$ cat src/rtl/uart_axi_lite.sv
// uart_axi_lite: AXI4-Lite slave UART (8N1) with RX/TX byte FIFOs.
// Define UART_LOOPBACK_EN to feed the receiver from the internal txd instead of rxd.
module uart_axi_lite #(
  parameter int CLKS_PER_BIT = 868,
  parameter int FIFO_DEPTH = 16
) (
  input  logic        clk,
  input  logic        rst,
  input  logic [3:0]  s_axi_araddr,
  input  logic        s_axi_arvalid,
  output logic        s_axi_arready,
  output logic [31:0] s_axi_rdata,
  output logic [1:0]  s_axi_rresp,
  output logic        s_axi_rvalid,
  input  logic        s_axi_rready,
  input  logic [3:0]  s_axi_awaddr,
  input  logic        s_axi_awvalid,
  output logic        s_axi_awready,
  input  logic [31:0] s_axi_wdata,
  input  logic [3:0]  s_axi_wstrb,
  input  logic        s_axi_wvalid,
  output logic        s_axi_wready,
  output logic [1:0]  s_axi_bresp,
  output logic        s_axi_bvalid,
  input  logic        s_axi_bready,
  input  logic        rxd,
  output logic        txd
);
  localparam int CW = $clog2(CLKS_PER_BIT + 1);
  localparam int AW = $clog2(FIFO_DEPTH);
  localparam logic [CW-1:0] LAST = CW'(CLKS_PER_BIT - 1);
  localparam logic [CW-1:0] HALF = CW'(CLKS_PER_BIT / 2 - 1);
  typedef enum logic {R_IDLE, R_RESP} r_state_t;
  typedef enum logic {W_IDLE, W_RESP} w_state_t;
  r_state_t r_q, r_d;
  w_state_t w_q, w_d;
  logic [31:0] rdata_q, rdata_d;
  logic [1:0] rresp_q, rresp_d, bresp_q, bresp_d;
  logic rpop_q, rpop_d, tx_push, tx_pop, rx_push, rx_pop;
  logic [1:0] push, pop, empty, full;
  logic [1:0][7:0] din, head;
  logic [1:0][AW:0] cnt;
  logic tx_busy_q, tx_busy_d, rx_busy_q, rx_busy_d, rx_prev_q, rx_s, rx_in, unused_ok;
  logic [CW-1:0] tx_cnt_q, tx_cnt_d, rx_cnt_q, rx_cnt_d;
  logic [3:0] tx_bit_q, tx_bit_d, rx_bit_q, rx_bit_d;
  logic [2:0] tx_idx;
  logic [1:0] rx_sync_q;
  logic [7:0] rx_sh_q, rx_sh_d;
  // FIFO 0 holds received bytes, FIFO 1 holds bytes waiting to be sent
  assign push = {tx_push, rx_push};
  assign pop = {tx_pop, rx_pop};
  assign din = {s_axi_wdata[7:0], rx_sh_q};
  for (genvar f = 0; f < 2; f++) begin : g_fifo
    logic [7:0] mem_q [FIFO_DEPTH];
    logic [AW:0] wp_q, wp_d, rp_q, rp_d;
    assign empty[f] = wp_q == rp_q;
    assign full[f] = (wp_q[AW] != rp_q[AW]) && (wp_q[AW-1:0] == rp_q[AW-1:0]);
    assign cnt[f] = wp_q - rp_q;
    assign head[f] = mem_q[rp_q[AW-1:0]];
    always_comb begin
      wp_d = (push[f] && !full[f]) ? wp_q + 1'b1 : wp_q;
      rp_d = (pop[f] && !empty[f]) ? rp_q + 1'b1 : rp_q;
    end
    always_ff @(posedge clk) begin
      wp_q <= rst ? '0 : wp_d;
      rp_q <= rst ? '0 : rp_d;
      if (push[f] && !full[f]) mem_q[wp_q[AW-1:0]] <= din[f];
    end
  end
  assign s_axi_arready = r_q == R_IDLE;
  assign s_axi_rvalid = r_q == R_RESP;
  assign s_axi_rdata = rdata_q;
  assign s_axi_rresp = rresp_q;
  assign s_axi_awready = w_q == W_IDLE;
  assign s_axi_wready = w_q == W_IDLE;
  assign s_axi_bvalid = w_q == W_RESP;
  assign s_axi_bresp = bresp_q;
  assign rx_pop = r_q == R_RESP && s_axi_rready && rpop_q;
  // Read response is captured when the address is taken; the RX pop waits for the R handshake
  always_comb begin
    r_d = r_q;
    rdata_d = rdata_q;
    rresp_d = rresp_q;
    rpop_d = rpop_q;
    if (r_q == R_IDLE) begin
      if (s_axi_arvalid) begin
        r_d = R_RESP;
        rpop_d = s_axi_araddr == 4'h0 && !empty[0];
        rdata_d = rpop_d ? {24'h0, head[0]} :
                  s_axi_araddr == 4'h8 ? {28'h0, full[1], empty[1], full[0], !empty[0]} : 32'h0;
        rresp_d = (rpop_d || s_axi_araddr == 4'h8) ? 2'b00 : 2'b10;
      end
    end else if (s_axi_rready) r_d = R_IDLE;
  end
  always_comb begin
    w_d = w_q;
    bresp_d = bresp_q;
    tx_push = 1'b0;
    if (w_q == W_IDLE) begin
      if (s_axi_awvalid && s_axi_wvalid) begin
        w_d = W_RESP;
        tx_push = s_axi_awaddr == 4'h4 && !full[1];
        bresp_d = tx_push ? 2'b00 : 2'b10;
      end
    end else if (s_axi_bready) w_d = W_IDLE;
  end
  // The frame is sent straight from the FIFO head, which is only popped after its stop bit
  assign tx_idx = 3'(tx_bit_q - 4'd1);
  assign txd = !tx_busy_q || tx_bit_q == 4'd9 || (tx_bit_q != 4'd0 && head[1][tx_idx]);
  always_comb begin
    tx_busy_d = tx_busy_q;
    tx_cnt_d = tx_cnt_q;
    tx_bit_d = tx_bit_q;
    tx_pop = 1'b0;
    if (!tx_busy_q) begin
      tx_busy_d = !empty[1];
      tx_cnt_d = '0;
      tx_bit_d = '0;
    end else if (tx_cnt_q != LAST) tx_cnt_d = tx_cnt_q + 1'b1;
    else begin
      tx_cnt_d = '0;
      tx_pop = tx_bit_q == 4'd9;
      tx_bit_d = tx_pop ? 4'd0 : tx_bit_q + 4'd1;
      tx_busy_d = !tx_pop || |cnt[1][AW:1];
    end
  end
`ifdef UART_LOOPBACK_EN
  assign rx_in = txd;
`else
  assign rx_in = rxd;
`endif
  assign rx_s = rx_sync_q[1];
  // Start bit is rechecked half a bit after the edge; later samples land mid-bit
  always_comb begin
    rx_busy_d = rx_busy_q;
    rx_cnt_d = rx_cnt_q + 1'b1;
    rx_bit_d = rx_bit_q;
    rx_sh_d = rx_sh_q;
    rx_push = 1'b0;
    if (!rx_busy_q) begin
      rx_busy_d = rx_prev_q && !rx_s;
      rx_cnt_d = '0;
      rx_bit_d = '0;
    end else if (rx_cnt_q == (rx_bit_q == 4'd0 ? HALF : LAST)) begin
      rx_cnt_d = '0;
      rx_bit_d = rx_bit_q + 4'd1;
      if (rx_bit_q == 4'd0) rx_busy_d = !rx_s;
      else if (rx_bit_q == 4'd9) begin
        rx_busy_d = 1'b0;
        rx_push = rx_s && !full[0];
      end else rx_sh_d = {rx_s, rx_sh_q[7:1]};
    end
  end
  always_ff @(posedge clk) begin
    if (rst) begin
      r_q <= R_IDLE;
      w_q <= W_IDLE;
      rdata_q <= '0;
      rresp_q <= '0;
      bresp_q <= '0;
      rpop_q <= 1'b0;
      tx_busy_q <= 1'b0;
      tx_cnt_q <= '0;
      tx_bit_q <= '0;
      rx_sync_q <= 2'b11;
      rx_prev_q <= 1'b1;
      rx_busy_q <= 1'b0;
      rx_cnt_q <= '0;
      rx_bit_q <= '0;
      rx_sh_q <= '0;
    end else begin
      r_q <= r_d;
      w_q <= w_d;
      rdata_q <= rdata_d;
      rresp_q <= rresp_d;
      bresp_q <= bresp_d;
      rpop_q <= rpop_d;
      tx_busy_q <= tx_busy_d;
      tx_cnt_q <= tx_cnt_d;
      tx_bit_q <= tx_bit_d;
      rx_sync_q <= {rx_sync_q[0], rx_in};
      rx_prev_q <= rx_s;
      rx_busy_q <= rx_busy_d;
      rx_cnt_q <= rx_cnt_d;
      rx_bit_q <= rx_bit_d;
      rx_sh_q <= rx_sh_d;
    end
  end
  assign unused_ok = ^{s_axi_wstrb, s_axi_wdata[31:8], rxd, cnt[0]};
endmodule

$ cat config.mk
export PLATFORM = sky130hd
export DESIGN_NAME = uart_axi_lite
export DESIGN_NICKNAME = d
export VERILOG_FILES = /design/src/rtl/uart_axi_lite.sv
export SDC_FILE = /design/constraint.sdc
export NUM_CORES = 1
export LEC_CHECK = 0
export CAP_MARGIN = 5
export CORE_AREA = 2 2 220 222
export DETAILED_ROUTE_END_ITERATION = 6
export DIE_AREA = 0 0 222 224
export PLACE_DENSITY = 0.47
export SLEW_MARGIN = 40
export SYNTH_ARGS = -nofsm -noshare
export SYNTH_HDL_FRONTEND = slang
export SYNTH_SLANG_ARGS = --single-unit
$ cat constraint.sdc
create_clock -name clk -period 6.4 [get_ports clk]
set_input_delay 0.64 -clock clk [delete_from_list [all_inputs] [get_ports clk]]
set_output_delay 0.64 -clock clk [all_outputs]
set_load 0.03 [all_outputs]
==> flow_metrics.env, run 1 <==
export IMPL_worst_pin_slew_ps=756
export IMPL_drtAntennaViolNets=0
export IMPL_synth_top_cell_area_share_pct=54.8
export IMPL_max_freq_mhz=227
export IMPL_cp_required_ps=5760
export IMPL_peakVddDrop_mv=0.181
export IMPL_end_kind="output pin"
export IMPL_combPwrFrac_pct=1.8
export IMPL_syn_mean_instance_area_sq_um=15.8
export IMPL_clock_path_buffers=3
export IMPL_multi_input_area_sq_um=4320
export IMPL_wl_mm=28.9
export IMPL_criticalPathCategory="reg2out"
export IMPL_powerDensity_nw_per_um2=283
export IMPL_synth_area_leaders="edfxtp_1 (55%), dfxtp_1 (12%), mux4_2 (7.1%)"
export IMPL_clock_latency_ps=560
export IMPL_drt_initial_drc_count=342
export IMPL_nets=1017
export IMPL_grt_max_degree=53
export IMPL_dieHeight_um=224
export IMPL_coreArea_sq_um=47300
export IMPL_status="finished, final reports clean"
export IMPL_skew_ps=26.4
export IMPL_cp_arrival_ps=3770
export IMPL_regArea_sq_um=9340
export IMPL_vias=7279
export IMPL_postCtsSetupBuffers=0
export IMPL_finalInstanceArea_sq_um=16200
export IMPL_synth_compound_area_share_pct=3.13
export IMPL_hold_viol=0
export IMPL_die_w_um=222
export IMPL_setup_violations=0
export IMPL_first_pass_iters=4
export IMPL_dpl_cell_area_sq_um=14900
export IMPL_p_sw_uw=962
export IMPL_synth_distinct_cells=60
export IMPL_slew_headroom_pct=49.4
export IMPL_min_period_ps=4410
export IMPL_port_buffers=39
export IMPL_switching_share_pct=21.0
export IMPL_syn2layout_area_growth_pct=15.6
export IMPL_clock_sink_count=338
export IMPL_fin_tns_setup_ps=0
export IMPL_diodes=0
export IMPL_grt_pass1_wl_mm=44.4
export IMPL_ys_seq_area_share_pct=66.5
export IMPL_yosysMostFrequentCell="edfxtp_1"
export IMPL_synthCells=890
export IMPL_gp_congestion=0.769
export IMPL_drv_slew=0
export IMPL_synth_adder_area_share_pct=2.28
export IMPL_cts_root_buffer="clkbuf_16"
export IMPL_fin_crit_sh_pct=68.9
export IMPL_async_flop_share_pct=0
export IMPL_power_leakage_nw=5.20
export IMPL_total_power_mw=4.58
export IMPL_synth_edff_count=256
export IMPL_pwr_share_seq_pct=51.2
export IMPL_die_area_sq_um=49700
export IMPL_power_share_clock_pct=46.9
export IMPL_synth_top_cells_by_count="edfxtp_1 (256), nor2_1 (93), dfxtp_1 (82)"
export IMPL_synth_top_area_cell="edfxtp_1"
export IMPL_rsz0062_at_grt="false"
export IMPL_start_util_pct=29.6
export IMPL_ctsResizeCount=0
export IMPL_ys_flop_type="edfxtp_1"
export IMPL_ys_seq_elements=338
export IMPL_syn_area_sq_um=14000
export IMPL_maxCapViolCount=0
export IMPL_yosys_area_share_simple_pct=8.14
export IMPL_synthXorXnorAreaFrac_pct=2.62
export IMPL_cts_hold_buf=0
export IMPL_synth_top_family_by_area="multiplexers"
export IMPL_drive_gt1_share_pct=15.4
export IMPL_htree_levels=2
export IMPL_grt_usage_pct=11.7
export IMPL_dp_hpwl_mm=18.8
export IMPL_yosysWarnings=0
export IMPL_fillers=4598
export IMPL_io_pins=94
export IMPL_grt_pass1_vias=7316
export IMPL_wl_per_cell_um=18.2
export IMPL_cts_tree="built"
export IMPL_fp_row_count=80
export IMPL_antenna_found_initial=0
export IMPL_start_kind="flip-flop"
export IMPL_cp_max_fo=20
export IMPL_power_internal_mw=3.62
export IMPL_path_clk_slew_ps=60
export IMPL_vias_per_cell=4.59
export IMPL_post_route_drc_count=0
export IMPL_synth_mux_area_share_pct=13.5
export IMPL_globalRouteOverflowTotal=0
export IMPL_numCtsBuffers=38
export IMPL_holdCritPathClass="reg2reg"
routing by layer:
layer	share of wire (%)	global-route usage [%]	up-vias
li1	-	-	3453
met2	49	19.6	103
met3	2.9	2.10	50
met1	46	15.3	3673
met4	2.6	4.40	0
met5	0	0	-
cells in the final DEF, fill, tap and decap left out, types with 8 or more instances in the layout:
cell type,instances
a211oi_1,9
a21oi_1,18
a22oi_1,9
and3_1,14
buf_4,11
clkbuf_16,38
clkdlybuf4s50_1,37
clkinv_2,9
conb_1,26
dfxtp_1,77
edfxtp_1,256
ha_1,24
inv_1,21
mux2_2,8
mux2i_1,32
mux4_1,19
mux4_2,44
nand2_1,29
nand2b_1,12
nand3_1,21
nand4_1,12
nor2_1,83
nor2_2,11
nor2b_1,13
nor3_1,14
xnor2_1,21
xor2_1,21
critical path, stage by stage (launching register included):
cell	delay [ps]
dfxtp_2	460
buf_4	440
mux4_2	590
and2_1	170
a2111oi_0	390
a311oi_1	110
a211oi_1	290
a311oi_1	110
clkdlybuf4s50_1	630
registers in the layout (all words and copies together), names as in the netlist, 8 cells and up, named ones only:
name and count:
rx_cnt_q 10, g_fifo.rp_q 10, g_fifo.wp_q 10, tx_cnt_q 10, s_axi_rdata 8, g_fifo.mem_q 256
rx_sh_q 8
kinds of logic (layout without fill, tap and decap cells):
group,count (synthesis),after routing
compound gates,62,62
xor+xnor,42,42
fa+ha+maj,25,25
buf+inv,86,141
flops,338,338
mux,103,103
other cells,1,26
simple gates,233,233
worst paths after layout:
kind	depth (start not counted)	endpoint	startpoint	slack, ps
hold reg to reg	1	rx_sync_q[1]$_SDFF_PP1_	rx_sync_q[0]$_SDFF_PP1_	410
hold / removal	1	rx_sync_q[1]$_SDFF_PP1_	rx_sync_q[0]$_SDFF_PP1_	410
setup / recovery	8	txd	flip-flop	1990
setup reg to reg	6	g_fifo[1].mem_q[0][5]$_DFFE_PP_	g_fifo[1].wp_q[2]$_SDFFE_PP0P_	3260
power by group through the flow:
stage	Combinational, mW	Clock (mW)	Sequential [mW]
finish	0.0843	2.15	2.35
global route	0.0915	2.31	2.35
CTS	0.0864	2.22	2.35
detailed placement	0.0863	0	2.40
global placement	0.0853	0	2.40
floorplan	0.0515	0	2.40
through the flow:
step / hold WS [ps] / setup slack [ps] / instances / util [%]
4_1_cts: 413 / 1920 / 1585 / 34.2
6_report: 411 / 1990 / 1585 / 34.3
2_1_floorplan: 389 / 3440 / 915 / -
3_5_place_dp: 397 / 2510 / 1515 / 31.6
3_3_place_gp: 395 / 2520 / 1515 / 31.5
5_1_grt: 430 / 1770 / 1585 / 34.3
layout make-up:
| class | instances | area share [%] |
|---|---|---|
| well taps | 615 | 4.74 |
| flip-flops and latches | 338 | 57.6 |
| clock buffers | 45 | 6.15 |
| clock inverters | 25 | 1.58 |
| inverters | 21 | 0.486 |
| repair buffers | 50 | 2.85 |
| multi-input cells | 491 | 26.6 |
Note: power is estimated with default switching activity, not from simulation.
==> inputs of run 2 (changes only) <==
- PLACE_DENSITY: 0.47 -> 0.48
- clock period: 6.4 -> 3.85 ns (I/O delays scaled with it)
==> run 2 against run 1 <==
Net effect:
- via count about the same
- core utilization increased by 0.13 points
- critical path depth stayed put
- hold slack worse by 180 ps
- sequential power rose by 66%
- worst setup slack worse by 1600 ps
- sequential share of layout area down 0.23 points
- global-route usage about the same
- register-to-register slack lost 2300 ps
- non-clock buffer count rose by 23
==> flow_metrics.env, run 2 (same netlist as run 1, synthesis figures left out) <==
export IMPL_status="finished, final reports clean"
export IMPL_holdCritPathClass="in2reg"
export IMPL_powerDensity_nw_per_um2=458
export IMPL_fin_cells=1607
export IMPL_min_period_ps=3440
export IMPL_diodes=0
export IMPL_skew_ps=10.5
export IMPL_combPwrFrac_pct=1.9
export IMPL_die_w_um=222
export IMPL_globalRouteOverflowTotal=0
export IMPL_hold_viol=0
export IMPL_start_kind="flip-flop"
export IMPL_clock_latency_ps=530
export IMPL_peakVddDrop_mv=0.294
export IMPL_htree_levels=2
export IMPL_wl_mm=29.0
export IMPL_drive_gt1_share_pct=15.7
export IMPL_drt_initial_drc_count=406
export IMPL_maxCapViolCount=0
export IMPL_hp_start="rst"
export IMPL_dp_cells=1538
export IMPL_crit_slowest_cell="dfxtp_2"
export IMPL_fin_tns_setup_ps=0
export IMPL_utilization_pct=34.4
export IMPL_dieHeight_um=224
export IMPL_dp_hpwl_mm=19.4
export IMPL_cp_arrival_ps=3050
export IMPL_worst_pin_slew_ps=798
export IMPL_syn2layout_area_growth_pct=16.0
export IMPL_cpPeakStageDelay_ps=490
export IMPL_multi_input_area_sq_um=4270
export IMPL_slew_headroom_pct=46.6
export IMPL_wl_per_cell_um=18.0
export IMPL_reg2reg_from="rx_bit_q[1]$_SDFFE_PP0N_"
export IMPL_postCtsSetupBuffers=0
export IMPL_path_clk_slew_ps=60
export IMPL_numCtsBuffers=38
export IMPL_layout_common_cells="edfxtp_1 (256), nor2_1 (93), dfxtp_1 (78)"
export IMPL_clock_sink_count=338
export IMPL_clock_path_buffers=3
export IMPL_gp_congestion=0.732
export IMPL_criticalPathCategory="reg2out"
export IMPL_cp_max_fo=9
export IMPL_total_power_mw=7.45
export IMPL_fp_row_count=80
export IMPL_pre_cts_ws_ps=465
export IMPL_max_freq_mhz=291
export IMPL_start_util_pct=29.6
export IMPL_fin_crit_sh_pct=89.3
export IMPL_hold_ws_ps=233
export IMPL_cts_tree="built"
export IMPL_vias_per_cell=4.53
export IMPL_crit_chain="buf_4 > buf_4 > mux4_2 > mux2i_1 > a311oi_1 > a211oi_1 > a311oi_1 > dlymetal6s2s_1"
export IMPL_grt_max_degree=40
export IMPL_end_kind="output pin"
export IMPL_power_internal_mw=5.92
export IMPL_fillers=4568
export IMPL_die_area_sq_um=49700
export IMPL_p_sw_mw=1.53
export IMPL_pwr_share_seq_pct=52.4
export IMPL_io_pins=94
export IMPL_regArea_sq_um=9340
export IMPL_setup_violations=0
export IMPL_rsz0062_at_grt="false"
export IMPL_antenna_found_initial=1
export IMPL_cts_root_buffer="clkbuf_16"
export IMPL_switching_share_pct=20.6
export IMPL_grt_usage_pct=11.7
export IMPL_grt_pass1_wl_mm=44.9
export IMPL_power_leakage_nw=5.30
export IMPL_worst_slack_ps=410
export IMPL_nets=1040
export IMPL_final_common_cell="edfxtp_1"
export IMPL_coreArea_sq_um=47300
export IMPL_grt_pass1_vias=7483
export IMPL_drtAntennaViolNets=0
export IMPL_vias=7282
export IMPL_power_share_clock_pct=45.7
export IMPL_drv_slew=0
export IMPL_first_pass_iters=4
export IMPL_dpl_cell_area_sq_um=15100
export IMPL_largest_reg_flops=256
export IMPL_port_buffers=39
export IMPL_cp_required_ps=3460
export IMPL_post_route_drc_count=0
export IMPL_finalInstanceArea_sq_um=16300
==> run 2: cell count changes in the layout (fill, tap and decap cells not counted), moves of 2 or more <==
cell and change:
nor2_2 -10, clkbuf_8 +3, nor3_1 +2, buf_4 +23
nor3_4 -2, nor2_1 +10, bufinv_16 -2
==> run 2: per-layer routing <==
layer / vias up / share of wire, % / global-route usage, %
met5: - / 0.045 / 0
li1: 3496 / - / -
met4: 2 / 2.0 / 3.25
met2: 103 / 49 / 20.1
met3: 45 / 3.3 / 2.10
met1: 3636 / 46 / 15.3
==> run 2: worst max-delay path, delay by kind of cell (launching register included) <==
family,cells,cell delay (ps)
muxes,2,300
DFF,1,490
AOI/OAI and AO/OA,3,950
buffers and inverters,3,790
==> run 2: area by class of cell <==
class,count,area share [%]
inverters,21,0.484
multi-input cells,491,26.2
clock buffers,48,6.38
clock inverters,21,0.899
well taps,615,4.73
repair buffers,73,3.95
flip-flops and latches,338,57.3
==> run 2: worst paths after layout <==
check                                    end  slack (ps)  cells past startpoint
max                                      txd         410                      8
min                  rx_sh_q[0]$_SDFFE_PP0P_         230                      2
max reg2reg  g_fifo[0].mem_q[4][4]$_DFFE_PP_         990                      8
min reg2reg          rx_sync_q[1]$_SDFF_PP1_         410                      1
==> run 2: what timing repair did <==
action / in CTS / in global routing
hold buffers: 0 / 0
resized for setup: 1 / 1
pin swaps: 0 / 0
endpoints found under the setup margin: 1 / 1
gates cloned: 0 / 0
==> run 2: power groups by stage <==
stage          registers [mW]  logic (mW)  clock network [mW]
6_report                 3.90       0.140                3.41
5_1_grt                  3.90       0.152                3.67
4_1_cts                  3.90       0.143                3.52
3_5_place_dp             3.98       0.143                   0
3_3_place_gp             3.98       0.143                   0
2_1_floorplan            3.99      0.0856                   0
==> inputs of run 3 (changes only) <==
- CTS_CLUSTER_SIZE: unset -> 30
==> results of run 3 <==
Final layout, timing and power as in run 2 (identical DEF).
